$ cat src/rtl/distortion_ctrl.sv
// Control FSM for a distortion effect: key-driven preset indices, per-sample commit
// of threshold/gain, and a one-step-per-sample gain ramp on engage and disengage.
module distortion_ctrl #(
   parameter logic [15:0] THR_STEP = 16'd2048,
   parameter logic [15:0] GAIN_MAX = 16'd8
) (
   input  logic               clk,
   input  logic               rst_n,
   input  logic               sample_valid,
   input  logic               key_toggle,
   input  logic               key_sel,
   input  logic               key_up,
   input  logic               key_down,
   output logic               on,
   output logic signed [15:0] threshold,
   output logic signed [15:0] gain,
   output logic [1:0]         state,
   output logic               sel,
   output logic               update
);

   typedef enum logic [1:0] {
      StBypass      = 2'd0,
      StEngaging    = 2'd1,
      StActive      = 2'd2,
      StDisengaging = 2'd3
   } state_e;

   state_e      state_q, state_d;
   logic [2:0]  thr_idx_q, thr_idx_d;
   logic [15:0] gain_idx_q, gain_idx_d;
   logic        sel_q, sel_d;
   logic        on_q, on_d;
   logic [15:0] thr_q, thr_d;
   logic [15:0] gain_q, gain_d;
   logic        upd_q, upd_d;
   logic [15:0] thr_target;

   assign thr_target = THR_STEP * ({13'd0, thr_idx_q} + 16'd1);

   // Up and down together cancel; both act on the edit target as it was before key_sel.
   always_comb begin
      thr_idx_d  = thr_idx_q;
      gain_idx_d = gain_idx_q;
      sel_d      = sel_q ^ key_sel;
      if (key_up ^ key_down) begin
         if (!sel_q) begin
            if (key_up && thr_idx_q != 3'd7) thr_idx_d = thr_idx_q + 3'd1;
            else if (key_down && thr_idx_q != 3'd0) thr_idx_d = thr_idx_q - 3'd1;
         end else begin
            if (key_up && gain_idx_q < GAIN_MAX) gain_idx_d = gain_idx_q + 16'd1;
            else if (key_down && gain_idx_q > 16'd1) gain_idx_d = gain_idx_q - 16'd1;
         end
      end
   end

   always_comb begin
      state_d = state_q;
      gain_d  = gain_q;
      thr_d   = thr_q;
      if (sample_valid) begin
         thr_d = thr_target;
         unique case (state_q)
            StBypass: gain_d = 16'd1;
            StEngaging, StActive: begin
               if (gain_q < gain_idx_q) gain_d = gain_q + 16'd1;
               else if (gain_q > gain_idx_q) gain_d = gain_q - 16'd1;
               else if (state_q == StEngaging) state_d = StActive;
            end
            StDisengaging: begin
               if (gain_q > 16'd1) gain_d = gain_q - 16'd1;
               else state_d = StBypass;
            end
         endcase
      end
      // Toggle wins over any ramp-driven transition; the ramp step itself still applies.
      if (key_toggle) begin
         unique case (state_q)
            StBypass:             state_d = StEngaging;
            StEngaging, StActive: state_d = StDisengaging;
            StDisengaging:        state_d = StEngaging;
         endcase
      end
      on_d  = (state_d != StBypass);
      upd_d = sample_valid && ((on_d != on_q) || (thr_d != thr_q) || (gain_d != gain_q));
   end

   always_ff @(posedge clk or negedge rst_n) begin
      if (!rst_n) begin
         state_q    <= StBypass;
         thr_idx_q  <= 3'd3;
         gain_idx_q <= 16'd4;
         sel_q      <= 1'b0;
         on_q       <= 1'b0;
         thr_q      <= THR_STEP * 16'd4;
         gain_q     <= 16'd1;
         upd_q      <= 1'b0;
      end else begin
         state_q    <= state_d;
         thr_idx_q  <= thr_idx_d;
         gain_idx_q <= gain_idx_d;
         sel_q      <= sel_d;
         on_q       <= on_d;
         thr_q      <= thr_d;
         gain_q     <= gain_d;
         upd_q      <= upd_d;
      end
   end

   assign on        = on_q;
   assign threshold = thr_q;
   assign gain      = gain_q;
   assign state     = state_q;
   assign sel       = sel_q;
   assign update    = upd_q;

endmodule

$ cat config.mk
export PLATFORM = sky130hd
export DESIGN_NAME = distortion_ctrl
export DESIGN_NICKNAME = d
export VERILOG_FILES = /design/src/rtl/distortion_ctrl.sv
export SDC_FILE = /design/constraint.sdc
export NUM_CORES = 1
export LEC_CHECK = 0
export CORE_MARGIN = 1.5
export CORE_UTILIZATION = 60
export CTS_BUF_LIST = sky130_fd_sc_hd__clkbuf_8
export DETAILED_ROUTE_END_ITERATION = 8
export PLACE_DENSITY = 0.91
export SETUP_SLACK_MARGIN = 0.3
export SYNTH_ARGS = -nofsm -noshare
export SYNTH_HDL_FRONTEND = slang
export SYNTH_SLANG_ARGS = --single-unit
$ cat constraint.sdc
create_clock -name clk -period 3.45 [get_ports clk]
set_input_delay 0.345 -clock clk [delete_from_list [all_inputs] [get_ports clk]]
set_output_delay 0.345 -clock clk [all_outputs]
set_load 0.05 [all_outputs]
**Word-level counts from Yosys, hierarchy flattened**

Cells that the tools add are included.

- Reductions and logical operators: 16
- Magnitude comparators: 5
- Bitwise operators: 3
- Mux-type cells: 18
- $add $sub $neg: 7
- Equality and inequality tests: 7

Operators by type and width:

| cell | number |
|---|---|
| 16-bit two-way mux | 7 |
| 16-bit case mux with 3 select lines | 1 |
| 16-bit by 1-bit adder with 16-bit output (second input constant) | 2 |
| 16-bit by 1-bit greater-than comparator with 1-bit output (second input constant) | 2 |
| 16-bit inequality test | 2 |
| 16-bit by 1-bit subtractor with 16-bit output (second input constant) | 2 |
| 16-bit greater-than comparator | 1 |
| 16-bit < comparator | 1 |
| 16-bit by 4-bit < comparator with 1-bit output (second input constant) | 1 |
| 2-bit two-way mux | 6 |
| 2-bit case mux with 2 select lines | 2 |
| 3-bit two-way mux | 2 |
| 3-bit AND reduction | 2 |
| 2-bit nonzero test | 3 |
| 1-bit logical AND | 5 |
| 3-bit by 1-bit adder with 4-bit output (second input constant) | 1 |
| 2-bit equality test (second input constant) | 2 |
| 2-bit OR reduction | 2 |
| 3-bit by 1-bit adder with 3-bit output (second input constant) | 1 |
| 3-bit inequality test (second input constant) | 1 |
| 3-bit nonzero test | 1 |
| 3-bit by 1-bit subtractor with 3-bit output (second input constant) | 1 |
| 2-bit by 1-bit equality test with 1-bit output (second input constant) | 1 |
| 2-bit logical NOT | 1 |
| other kinds (4) | 6 |

- Register bits after elaboration: 56
- Input port bits: 7
- Output and inout bits: 37

**Logic depth before layout (Yosys ltp)**

- Depth after elaboration: 12
- Mapped depth: 13
- Gate-level depth less buffers: 11

**Worst setup path before layout**

No wires, ideal clock.

- Path type: reg-to-reg
- From: register gain_q[13], in the netlist gain[13]
- To: register upd_q, in the netlist update
- Stages on the path, launching flop included: 11
- Setup slack: 0.140 ns
- Setup time: 0.131 ns
- Data arrival time: 3.179 ns
- Path through: dfrtp_1 ha_1 nand4_2 nor3_2 a2111oi_4 a31oi_4 a21oi_1 o22ai_1 a221o_1 a2111oi_2 a21oi_1

- Longest elaborated chain between the ends: 11

RTL lines:

| what | RTL line | source |
|---|---|---|
| from (decl) | 35 | `logic [15:0] gain_q, gain_d;` |
| from (signal assigned) | 105 | `gain_q <= gain_d;` |
| 16-bit greater-than comparator | 67 | `else if (gain_q > gain_idx_q) gain_d = gain_q - 16'd1;` |
| 2-bit two-way mux | 67 |  |
| 2-bit two-way mux | 66 | `if (gain_q < gain_idx_q) gain_d = gain_q + 16'd1;` |
| 2-bit case mux with 2 select lines | 63 | `unique case (state_q)` |
| 2-bit two-way mux | 61 | `if (sample_valid) begin` |
| 2-bit two-way mux | 77 | `if (key_toggle) begin` |
| 2-bit nonzero test | 84 | `on_d = (state_d != StBypass);` |
| 1-bit inequality test | 85 | `upd_d = sample_valid && ((on_d != on_q) \|\| (thr_d != thr_q) \|\| (gain_d != gain_q));` |
| 1-bit logical OR | 85 |  |
| 1-bit logical OR (*) | 85 |  |
| 1-bit logical AND (*) | 85 |  |
| via upd_d | 36 | `logic upd_q, upd_d;` |
| to (signal assigned) | 106 | `upd_q <= upd_d;` |
| to (decl) | 36 |  |

Mark *: on every way through the listed nets, which the timed path passes. The rest lies on a longest branch.
A chain may end at the register's enable or synchronous reset.

**Final worst setup path**

- From: register gain_idx_q[11]
- To: register upd_q, in the netlist update

- Longest elaborated chain between the ends: 11

RTL lines:

| what | RTL line | source |
|---|---|---|
| from (decl) | 31 | `logic [15:0] gain_idx_q, gain_idx_d;` |
| from (signal assigned) | 101 | `gain_idx_q <= gain_idx_d;` |
| 16-bit greater-than comparator | 67 |  |
| 2-bit two-way mux | 67 |  |
| 2-bit two-way mux | 66 |  |
| 2-bit case mux with 2 select lines | 63 |  |
| 2-bit two-way mux | 61 |  |
| 2-bit two-way mux | 77 |  |
| 2-bit nonzero test | 84 |  |
| 1-bit inequality test | 85 |  |
| 1-bit logical OR | 85 |  |
| 1-bit logical OR (*) | 85 |  |
| 1-bit logical AND (*) | 85 |  |
| via upd_d | 36 |  |

Marks and branches as above.

==> results.cfg <==
[detailed_routing]
via_per_inst = 7.411
dr.pass1.iters = 7
drtAntennaViolNets = 0
first_iter_violations = 1000
drt_wl_total_mm = 20.74
drc = 0
vias = 5788
wire_per_inst_um = 26.55

[logic_synthesis]
yosys_warnings = 0
yosysMostFrequentCell = nand2_1
synth.distinct_cells = 77
synthCells = 577
synth_area_mm2 = 0.004793
postSynthNetCount = 612
seq_area_frac_synth_pct = 29.37
synthArstFlopShare_pct = 100.0
synth_common_cells = nand2_1 (60), dfrtp_1 (51), nor2_1 (40)
synth_edf_count = 0
synth-seq-cells = 56
yosys-top-cells-area = dfrtp_1 (27%), ha_1 (7.0%), xnor2_1 (5.1%), nand2_1 (4.7%), a21oi_1 (4.1%)
ys.flop_type = dfrtp_1
synth_top_area_share_pct = 26.62
synth_top_area_cell = dfrtp_1
syn_area_per_cell_um2 = 8.307

[place]
place_inst = 743
place_congestion = 1.025
place_area_mm2 = 0.005625
io_buffers = 43
dp_hpwl_mm = 12.88

[die]
core_mm2 = 0.007727
die_x_um = 92.38
die_height_um = 92.38
start_util_pct = 62.03
io_pins = 44
row_count = 32
die-area_mm2 = 0.008534

[setup_path]
r2r_end = update
r2r-start = gain_idx_q[11]
crit_arrival_ns = 3.65
end_kind = register
worstPathRequired_ns = 3.66
path_max_fanout = 6
ff2ff_setup_slack_ns = 0.02
worstSetupStartpointType = register
critical_path_class = register to register
reg2regPathDepth = 16
startpoint = gain_idx_q[11]

[cts]
clock_path_buffers = 2
numCtsBuffers = 5
clkSinkCount = 56
cts-htree-levels = 2
clock_tree.root_cell = clkbuf_8
clock_latency_ns = 0.33
ctsHoldBuffers = 0
clkTransAtPathRegs_ns = 0.12
cts_tree = built

[finish]
fin_cells = 781
final_cell_area_mm2 = 0.006354
multiInputGateArea_mm2 = 0.003498
nets = 713
layout-drive-gt1-share_pct = 28.42
n_antenna_cell = 0
synthToLayoutAreaGrowth_pct = 32.55
seq_area_mm2 = 0.001421
fill_cells = 451

[grt]
grt-ovfl-total = 0
grt_pass1_vias = 5403
grt_max_degree = 33
grt_use_total_pct = 44.77
grt_pass1_wl_mm = 29.22
grt_antenna_before_repair = 0

[sta]
worst_slew_pin_slew_ns = 0.8641
rsz0062_at_grt = true
min_period_ns = 3.435
fmax_mhz = 291.1
finalHoldViolCount = 0
holdWs_ns = 0.1103
clock_skew_ns = 0.007607
finalSetupViolations = 0
period_share_pct = 99.56
relSlewSlack_pct = 42.39
maxSlewViolCount = 0

[power_and_ir_drop]
ir_drop_mv = 0.9039
power_density_mw_per_mm2 = 808.4
power_uw = 5136
p_leak_uw = 0.002630

[worst_hold_path]
hold_path_class = input pin to async pin

[job]
cap_violations = 0

[outcome]
run_status = finished, final reports clean
==> layer usage <==
| layer | wire length (µm) | track usage [%] |
|---|---|---|
| met1 | 7131 | 57.57 |
| met2 | 9159 | 69.30 |
| met3 | 2886 | 10.84 |
| met4 | 1559 | 23.97 |
| met5 | 0 | 0 |
==> worst max-delay path, stage by stage, from the launching register on <==
cell and delay (ns):
dfrtp_1 0.40, inv_2 0.15, ha_4 0.24, nand2_4 0.07, buf_4 0.14, nor3_4 0.05
buf_6 0.13, a2111oi_4 0.38, buf_4 0.22, a31oi_4 0.15, a21oi_2 0.27, buf_6 0.17
o32a_1 0.19, o221ai_2 0.15, a2111oi_4 0.37, buf_4 0.17, a21oi_2 0.06
==> through the flow <==
stage	setup slack, ns	TNS [ns]	util, %
after floorplan	0.3028	0	-
after global placement	0.05795	0	72.80
after detailed placement	-0.06894	-0.06894	72.80
after CTS	0.2707	0	78.63
after global routing	-0.008555	-0.008555	82.22
final	0.01528	0	82.22
==> cell type report <==
cell class                 instances  area share [%]
multi-input combinational        456           55.06
sequential                        56           22.37
timing repair buffer             126           17.19
tap                              102           2.009
inverter                          33           1.950
clock buffer                       5           1.083
clock inverter                     3          0.3348
==> registers in the layout (all words and copies together) (netlist names) <==
name	cells
sel	1
thr_idx_q	3
gain	16
gain_idx_q	16
state	2
threshold	16
on	1
update	1
==> where the power goes <==
group / leakage [µW] / internal [µW] / switching (µW) / total (µW)
Clock: 0.0000445 / 145 / 255 / 400
Sequential: 0.000651 / 858 / 255 / 1110
Combinational: 0.00193 / 1330 / 2290 / 3620
Total: 0.00263 / 2330 / 2800 / 5140
==> repair_timing <==
item,CTS,global route
pin swaps,14,12
endpoints found under the setup margin,1,13
gates resized for setup,40,41
buffers inserted,19,10
cloned,1,0
==> kinds of logic after synthesis <==
family | count (synthesis) | synth area share, %
multiplexers | 8 | 1.827
AO/OA/AOI/OAI | 162 | 24.33
buffers and inverters | 65 | 5.690
adder cells (fa/ha/maj) | 28 | 7.465
flip-flops | 56 | 29.37
AND/OR/NAND/NOR | 227 | 25.66
XOR/XNOR | 31 | 5.665
==> worst max path at each step <==
stage | endpoint | slack, ns
finish | update | 0.02
CTS | update | 0.27
global placement | update | 0.06
floorplan | update | 0.30
global route | update | -0.009
detailed placement | update | -0.07
==> placed cells by master (no fill, tap or decap), types with 6 or more instances in the layout <==
cell type | Yosys | final
nand2_1 | 60 | 55
dfrtp_2 | 0 | 11
a21oi_1 | 39 | 32
xnor2_1 | 28 | 27
nor4_1 | 14 | 13
o21ai_0 | 26 | 24
o221ai_1 | 9 | 6
o211ai_1 | 8 | 8
nand4_1 | 8 | 8
nor2b_1 | 15 | 15
nor3_1 | 20 | 18
a21oi_2 | 2 | 7
nand2b_1 | 7 | 7
and3_1 | 9 | 8
nor2_1 | 40 | 38
inv_2 | 0 | 9
clkdlybuf4s50_1 | 0 | 42
ha_1 | 27 | 18
ha_4 | 0 | 9
nand3_1 | 16 | 16
buf_6 | 2 | 7
dfrtp_1 | 51 | 40
buf_4 | 2 | 73
inv_1 | 32 | 23
(Power assumes the default switching activity.)
